[src/rtl/piezo_melody_scheduler.sv]
// Arbitrates four vending-machine melody sources onto one piezo tone generator:
// fixed priority, preemption by higher sources, one pending slot per source.
module piezo_melody_scheduler #(
    parameter int NOTE_TICKS = 5_000_000,
    parameter int GAP_TICKS  = 1_000_000
) (
    input  logic       clk,
    input  logic       rst,
    input  logic [3:0] req,
    input  logic       mute,
    output logic [3:0] note_state,
    output logic [2:0] note_played,
    output logic [3:0] grant,
    output logic       busy,
    output logic       done
);
    localparam int MAX_TICKS = (NOTE_TICKS > GAP_TICKS) ? NOTE_TICKS : GAP_TICKS;
    localparam int CW = $clog2(MAX_TICKS + 1);
    localparam logic [CW-1:0] NOTE_LOAD = CW'(NOTE_TICKS - 1);
    localparam logic [CW-1:0] GAP_LOAD  = CW'(GAP_TICKS - 1);
    localparam logic [CW-1:0] CNT_ZERO  = CW'(0);
    localparam logic [CW-1:0] CNT_ONE   = CW'(1);

    typedef enum logic [1:0] {
        ST_IDLE = 2'd0,
        ST_NOTE = 2'd1,
        ST_GAP  = 2'd2
    } state_t;

    state_t        state_r, state_s;
    logic [CW-1:0] cnt_r, cnt_s;
    logic [3:0]    grant_r, grant_s;
    logic [3:0]    pend_r, pend_s;
    logic [3:0]    note_r, note_s;
    logic [2:0]    idx_r, idx_s;
    logic          busy_r, busy_s;
    logic          done_r, done_s;
    logic [3:0]    pool_s, pool_win_s, req_win_s, launch_grant_s;
    logic          preempt_s, last_s, launch_s;

    function automatic logic [3:0] pick_highest(input logic [3:0] v);
        if (v[3])      return 4'b1000;
        else if (v[2]) return 4'b0100;
        else if (v[1]) return 4'b0010;
        else if (v[0]) return 4'b0001;
        else           return 4'b0000;
    endfunction

    // Sources strictly above a one-hot grant; empty when idle.
    function automatic logic [3:0] above_mask(input logic [3:0] g);
        return ~(g | (g - 4'd1));
    endfunction

    function automatic logic [1:0] src_index(input logic [3:0] g);
        case (g)
            4'b0010: return 2'd1;
            4'b0100: return 2'd2;
            4'b1000: return 2'd3;
            default: return 2'd0;
        endcase
    endfunction

    function automatic logic [2:0] last_index(input logic [1:0] s);
        case (s)
            2'd0:    return 3'd1;
            2'd1:    return 3'd3;
            2'd2:    return 3'd7;
            2'd3:    return 3'd2;
            default: return 3'd0;
        endcase
    endfunction

    function automatic logic [3:0] rom_note(input logic [1:0] s, input logic [2:0] i);
        case (s)
            2'd0: return (i == 3'd0) ? 4'd5 : 4'd8;
            2'd1: begin
                case (i)
                    3'd0:    return 4'd1;
                    3'd1:    return 4'd3;
                    3'd2:    return 4'd5;
                    default: return 4'd8;
                endcase
            end
            2'd2:    return {1'b0, i} + 4'd1;
            2'd3:    return (i == 3'd1) ? 4'd1 : 4'd8;
            default: return 4'd0;
        endcase
    endfunction

    // Next-state, arbitration and registered-output decode.
    always_comb begin
        state_s        = state_r;
        cnt_s          = cnt_r;
        grant_s        = grant_r;
        idx_s          = idx_r;
        pend_s         = pend_r;
        launch_s       = 1'b0;
        launch_grant_s = 4'b0000;
        pool_s         = pend_r | req;
        pool_win_s     = pick_highest(pool_s);
        req_win_s      = pick_highest(req);
        preempt_s      = |(req & above_mask(grant_r));
        last_s         = (idx_r == last_index(src_index(grant_r)));

        case (state_r)
            ST_IDLE: begin
                if (|pool_s) begin
                    launch_s       = 1'b1;
                    launch_grant_s = pool_win_s;
                end else begin
                    launch_s = 1'b0;
                end
            end
            ST_NOTE: begin
                if (preempt_s) begin
                    launch_s       = 1'b1;
                    launch_grant_s = req_win_s;
                end else if (cnt_r == CNT_ZERO) begin
                    state_s = ST_GAP;
                    cnt_s   = GAP_LOAD;
                end else begin
                    cnt_s = cnt_r - CNT_ONE;
                end
            end
            ST_GAP: begin
                // Completion takes precedence: a same-cycle req simply joins the pool.
                if ((cnt_r == CNT_ZERO) && last_s) begin
                    if (|pool_s) begin
                        launch_s       = 1'b1;
                        launch_grant_s = pool_win_s;
                    end else begin
                        state_s = ST_IDLE;
                        grant_s = 4'b0000;
                        idx_s   = 3'd0;
                        cnt_s   = CNT_ZERO;
                    end
                end else if (preempt_s) begin
                    launch_s       = 1'b1;
                    launch_grant_s = req_win_s;
                end else if (cnt_r == CNT_ZERO) begin
                    state_s = ST_NOTE;
                    cnt_s   = NOTE_LOAD;
                    idx_s   = idx_r + 3'd1;
                end else begin
                    cnt_s = cnt_r - CNT_ONE;
                end
            end
            default: begin
                state_s = ST_IDLE;
                grant_s = 4'b0000;
                idx_s   = 3'd0;
                cnt_s   = CNT_ZERO;
            end
        endcase

        if (launch_s) begin
            state_s = ST_NOTE;
            grant_s = launch_grant_s;
            idx_s   = 3'd0;
            cnt_s   = NOTE_LOAD;
            pend_s  = pool_s & ~launch_grant_s;
        end else begin
            pend_s = (state_s == ST_IDLE) ? 4'b0000 : pool_s;
        end

        note_s = (state_s == ST_NOTE) ? rom_note(src_index(grant_s), idx_s) : 4'd0;
        busy_s = (state_s != ST_IDLE);
        done_s = (state_s == ST_GAP) && (cnt_s == CNT_ZERO) &&
                 (idx_s == last_index(src_index(grant_s)));
    end

    // State, counter, pending set and output registers.
    always_ff @(posedge clk) begin
        if (rst) begin
            state_r <= ST_IDLE;
            cnt_r   <= CNT_ZERO;
            grant_r <= 4'b0000;
            pend_r  <= 4'b0000;
            idx_r   <= 3'd0;
            note_r  <= 4'd0;
            busy_r  <= 1'b0;
            done_r  <= 1'b0;
        end else begin
            state_r <= state_s;
            cnt_r   <= cnt_s;
            grant_r <= grant_s;
            pend_r  <= pend_s;
            idx_r   <= idx_s;
            note_r  <= note_s;
            busy_r  <= busy_s;
            done_r  <= done_s;
        end
    end

    assign note_state  = mute ? 4'd0 : note_r;
    assign note_played = idx_r;
    assign grant       = grant_r;
    assign busy        = busy_r;
    assign done        = done_r;
endmodule

[config.mk]
export PLATFORM = sky130hd
export DESIGN_NAME = piezo_melody_scheduler
export DESIGN_NICKNAME = d
export VERILOG_FILES = /design/src/rtl/piezo_melody_scheduler.sv
export SDC_FILE = /design/constraint.sdc
export NUM_CORES = 1
export LEC_CHECK = 0
export ABC_AREA = 1
export BUFFER_PORTS_ARGS = -buffer_cell sky130_fd_sc_hd__buf_2
export CAP_MARGIN = 20
export CORE_MARGIN = 2
export CORE_UTILIZATION = 40
export CTS_CLUSTER_SIZE = 25
export DETAILED_ROUTE_END_ITERATION = 16
export MAX_ROUTING_LAYER = met4
export PLACE_DENSITY_LB_ADDON = 0.25
export SYNTH_ARGS = -nofsm -noshare
export SYNTH_HDL_FRONTEND = slang
export SYNTH_SLANG_ARGS = --single-unit
[constraint.sdc]
create_clock -name clk -period 3 [get_ports clk]
set_input_delay 0.15 -clock clk [delete_from_list [all_inputs] [get_ports clk]]
set_output_delay 0.15 -clock clk [all_outputs]
set_load 0.01 [all_outputs]
# Word-level counts from Yosys, hierarchy flattened
# Index checks and enable logic that the tools add are counted.
# word_totals
regBits	42
inputBits	7
output_inout_bits	13
elab_cells	107
# classes
add_sub_neg	4
eq_ne	20
mux	53
bitwise	7
n_reduce_logical	15
# op_table
op	count
2-to-1 mux 23 bit	7
case mux 23 bit (3 select lines)	1
2-to-1 mux 4 bit	13
zero test 23 bit	2
case mux 3 bit (4 select lines)	2
case mux 4 bit (3 select lines)	2
subtractor 23 x 1 -> 23 bit, second input constant	1
2-to-1 mux 3 bit	7
2-to-1 mux 2 bit	9
case mux 2 bit (3 select lines)	3
case mux 4 bit (4 select lines)	1
== test 2 bit, second input constant	6
bitwise AND 4 bit	2
== test 2 x 1 -> 1 bit, second input constant	4
== test 4 x 2 -> 1 bit, second input constant	2
== test 4 x 3 -> 1 bit, second input constant	2
== test 4 bit, second input constant	2
zero test 2 bit	4
inverter 4 bit	2
OR 4 bit	2
case mux 4 bit (2 select lines)	1
OR reduction 4 bit	2
== test 3 bit	2
case mux 3 bit (2 select lines)	1
12 further kinds	19

# Logic depth before layout (Yosys ltp)
# logic_depth
word_depth	15
depth_mapped	22
ltp_nobuf	21

# Worst setup path after synthesis
# Ideal clock, no wire load.
# synth_path
path_type	flip-flop to flip-flop
from	register grant_r[2], in the netlist grant[2]
to	register note_r[0]
setup_time_ps	119
arrival_time_ps	2474
required_time_ps	2881
setup_slack_ps	407
stages_incl_launch_ff	20
path_buffers	1
period_less_slack_ps	2593
path_cell_list	dfxtp_1 -> inv_2 -> nand2_1 -> o21ai_1 -> nand2_1 -> nand2_1 -> buf_6 -> nor2_4 -> inv_2 -> nor2_4 -> nand2_2 -> nand2_1 -> o211ai_1 -> a21oi_2 -> inv_1 -> ha_1 -> o31ai_1 -> nor2_1 -> nor2_1 -> a21oi_1
# synth_via
word_cells_on_any_way	54
classes_between	add/sub (2); eq/ne (16); mux (26); bitwise (4); reduce/logical (6)
# synth_lines
item	line	text
start, declared	32	logic [3:0] grant_r, grant_s;
start signal, assigned	186	grant_r <= grant_s;
== test 4 bit, or another cell as far along	55	case (g)
case mux 2 bit (3 select lines) or OR 4 bit (tied branches)	55, 51	
== test 2 bit, or another cell as far along	64	case (s)
case mux 3 bit (4 select lines) or bitwise AND 4 bit (tied branches)	64, 102	
== test 3 bit or OR reduction 4 bit (tied branches)	103, 102	
logical AND 1 bit, or another cell as far along	127	if ((cnt_r == CNT_ZERO) && last_s) begin
2-to-1 mux 1 bit or 2-to-1 mux 3 bit (tied branches)	127	
case mux 1 bit (3 select lines) or case mux 3 bit (2 select lines) (tied branches)	105	case (state_r)
2-to-1 mux 3 bit (*)	156	if (launch_s) begin
named net idx_s[1]	35	logic [2:0] idx_r, idx_s;
== test 3 x 2 -> 1 bit, or another cell as far along	77	case (i)
case mux 4 bit (3 select lines), or another cell as far along	77	
case mux 4 bit (4 select lines) (*)	74	case (s)
end signal, assigned	189	note_r <= note_s;
end, declared	34	logic [3:0] note_r, note_s;
# Mark *: on every way through the listed nets, which the timed path passes. The rest lies on a longest branch.
# A chain may end at the register's enable or synchronous reset.

# Worst setup path in the final report
# layout_path
from	register cnt_r[0]
to	register done_r, in the netlist done
# layout_via
elab_chain_cells	11
word_cells_on_any_way	44
classes_between	add/sub (1); eq/ne (8); mux (29); reduce/logical (6)
# layout_lines
item	line	text
start, declared	31	logic [CW-1:0] cnt_r, cnt_s;
start signal, assigned	185	cnt_r <= cnt_s;
branches (longest 10 deep; another with subtractor 23 x 1 -> 23 bit)	--	
logical AND 1 bit (*)	168	done_s = (state_s == ST_GAP) && (cnt_s == CNT_ZERO) &&
end signal, assigned	191	done_r <= done_s;
end, declared	37	logic done_r, done_s;
# Mark *: on every way between the ends.

==> results.md <==
- Status: finished, final reports clean
- Max-slew headroom: 0.530
- Post-route clock skew: just over 0.005 ns
- DP Wirelength: 7890 µm
- Slew @ Worst Pin: 0.705 ns
- Max Cap Viol: 0
- Most used cell, CP: nand2_1
- Commonest cells after routing, fill and taps aside: nand2_1, nor2_1, nand3_1
- Clk_lat worst skew: approximately 0.3 ns
- Most common cell after layout, fill and taps aside: nand2_1
- Die Wd: 96.8 µm
- Site row count: 33
- I/O Pins: 20
- Detailed-route vias per instance: 5.40
- Crit path launch type: register
- Power per Cell Area: about 400 mW/mm²
- Critical Path AT: 3.02 ns
- Final ANT Viol Nets: 0
- Final setup margin: approximately 0.23 ns
- Tcrit/Tclk final: 0.924
- CTS tree: built
- Area share of the largest cell type after synthesis: 0.244
- Worst R2R Path Depth: 20
- VDD IR max: 188 µV
- Port Buffers: 19
- Starting Density: 0.415
- Pre-antenna DRT Iters: 5
- Clk root buf: clkbuf_8
- Dpl cells: about 700
- Hold-fix buffers at CTS: 0
- Drt initial violations: 270
- CP cell instances: inv_2 > ha_4 > nand2_1 > nor2_4 > nand3_4 > clkinv_1 > nand3_4 > nand2_1 > nand2_1 > nand2_1 > inv_1 > nand2_1 > nand2_1 > nand2_1 > nand2_1 > nor2_1 > nand3_1 > nor2_1 > nand2_1 > nor2_2
- Hold Path Class: in2reg
- Hold Violations, Final: 0
- Multi-input logic area: 0.00230 mm²
- Longest Clk Path Bufs: 2
- Worst EP required: 3.25 ns
- Seq/Total Area, Yosys: 0.244
- Largest area contributor in the netlist: dfxtp_1
- Setup crit start: cnt_r[0]
- Synth unique cells: 40
- Critical path's slowest cell: dfxtp_1
- H-Tree Depth: 2
- Yosys warning total: 0
- Via count: 3799
- Die H: 96.8 µm
- Reg2reg end: done
- Routability cong.: between 1 and 1.5
- Wirelength per Cell: 14.6 µm
- FF-to-FF Start: cnt_r[0]
- Min cycle time layout: 2.77 ns
- Layout cells sized above 1: 0.179
- Final design utilization: 0.463
- Count of state elements after synthesis: between 40 and 50
- Largest cells by area after synthesis: dfxtp_1, nand2_1, nor2_1
- Origin of the worst min-delay path: req[2]
- Antenna violations before repair: 0
- Global Route Usage Sum: 0.230
- Synth Cell Area: ~0.0034 mm²
- Worst hold slack: 0.232 ns
- Average cell area after synthesis: 6.03 µm²
- Clock Sinks: 42
- Pins Over Slew Limit: 0
- Max Fclk: 0.361 GHz
- Non-filler instance count after layout: 704
- Pleak: about 1.8 nW
- Vias in the first global route: 3652
- Diode count: 0
- Num CTS Buffers: 5
- CP Class: reg2reg
- Total area of sequential cells: 843 µm²
- First-pass GRT wire length: approximately 17000 µm
- Pre-CTS setup slack: -0.0598 ns
- Cells on Worst Hold Path: 3
- R2R Setup Slk: about 0.23 ns
- CP max FO: 8
- Die area: 0.00938 mm²
- Final setup violation count: 0
- Endpoint type of the worst setup path: register
- Worst stage delay on the critical path: 0.33 ns
- CTS clk-pin slew, worst paths: 0.08 ns
- Cells after Synth: 572
- Total grt overflow: 0
- Crit path to: done
- Final Routed Wirelength: between 10000 and 15000 µm
- Post-layout nets: 611
- DRC viols: 0
- Post-Syn Nets: 585
- Fillers: 895
- Largest net degree at the start of global routing: 35
- Synth-to-layout area growth: 11.5%
- Core area: 0.00830 mm²
[cells by family after synthesis]
| logic type | synth area share |
|---|---|
| adders and majority gates | 0.0218 |
| muxes | 0.00290 |
| buffers and inverters | 0.100 |
| and+or+nand+nor | 0.505 |
| DFF | 0.244 |
| xor gates and xnor gates | 0.0178 |
| AOI/OAI and AO/OA | 0.109 |
[metrics by stage]
| step | total power [W] | instance area, µm² | setup TNS (ns) |
|---|---|---|---|
| final | 0.00153 | 3840 | 0 |
| after global routing | 0.00164 | 3840 | -0.0115 |
| after CTS | 0.00152 | 3800 | 0 |
| after detailed placement | 0.00113 | 3700 | -0.124 |
| after global placement | 0.00113 | 3700 | -0.112 |
| after floorplan | 0.00100 | 3450 | 0 |
[layer usage]
layer / vias up / part of all wire / track usage
met5: - / 0 / -
met2: 139 / 0.45 / 0.358
li1: 1913 / - / -
met1: 1723 / 0.46 / 0.301
met3: 24 / 0.065 / 0.0347
met4: 0 / 0.025 / 0.0878
[cell type report]
type                       instances  share of cell area
clock buffer                       7              0.0225
multi-input combinational        445               0.599
sequential                        42               0.219
tap                              105              0.0342
inverter                          69              0.0674
clock inverter                     1             0.00130
timing repair buffer              35              0.0560
[report_power, final]
group,total (W),switching [W],internal (W),leakage (nW)
clock,0.000388,0.000202,0.000186,0.0482
sequential,0.000635,0.0000395,0.000596,0.346
combinational,0.000508,0.000340,0.000168,1.36
total,0.00153,0.000582,0.000950,1.76
[how the worst min path moves through the flow]
stage | endpoint | slack (ns)
floorplan | note_state[0] | 0.35
global placement | pend_r[2] | 0.52
detailed placement | pend_r[2] | 0.54
CTS | pend_r[2] | 0.24
global route | pend_r[2] | 0.27
finish | pend_r[2] | 0.23
[sequential cells by signal, indices dropped and copies added, names as in the netlist]
register	cells
state_r	2
note_played	3
done	1
note_r	4
grant	4
pend_r	4
cnt_r	23
busy	1
[worst max-delay path: cells and delay by family, from the launching register on]
kind / cells / cell delay (ns)
fa+ha+maj: 1 / 0.17
simple gates: 16 / 1.92
flops: 1 / 0.33
buf+inv: 3 / 0.27
[cells in the mapped netlist, drive strengths merged]
library cell    n
o22ai           4
a21oi          21
nand3b          2
mux2i           1
xor2            6
o21ai          22
or2             2
nand3          68
o211ai          5
nand4          17
o21bai          3
o31ai           1
buf             9
a22oi           1
clkinv          2
xnor2           1
nor4            4
nor2          117
ha              6
a31oi           2
o2111ai         4
clkbuf          7
inv            67
a21boi          1
nand2         150
dfxtp          42
nor3            7
[what timing repair did]
item | 4_1_cts | 5_1_grt
pin swaps | 0 | 2
gates resized for setup | 2 | 10
endpoints found under the setup margin | 3 | 5
buffers inserted | 0 | 1
(Power assumes the default switching activity.)
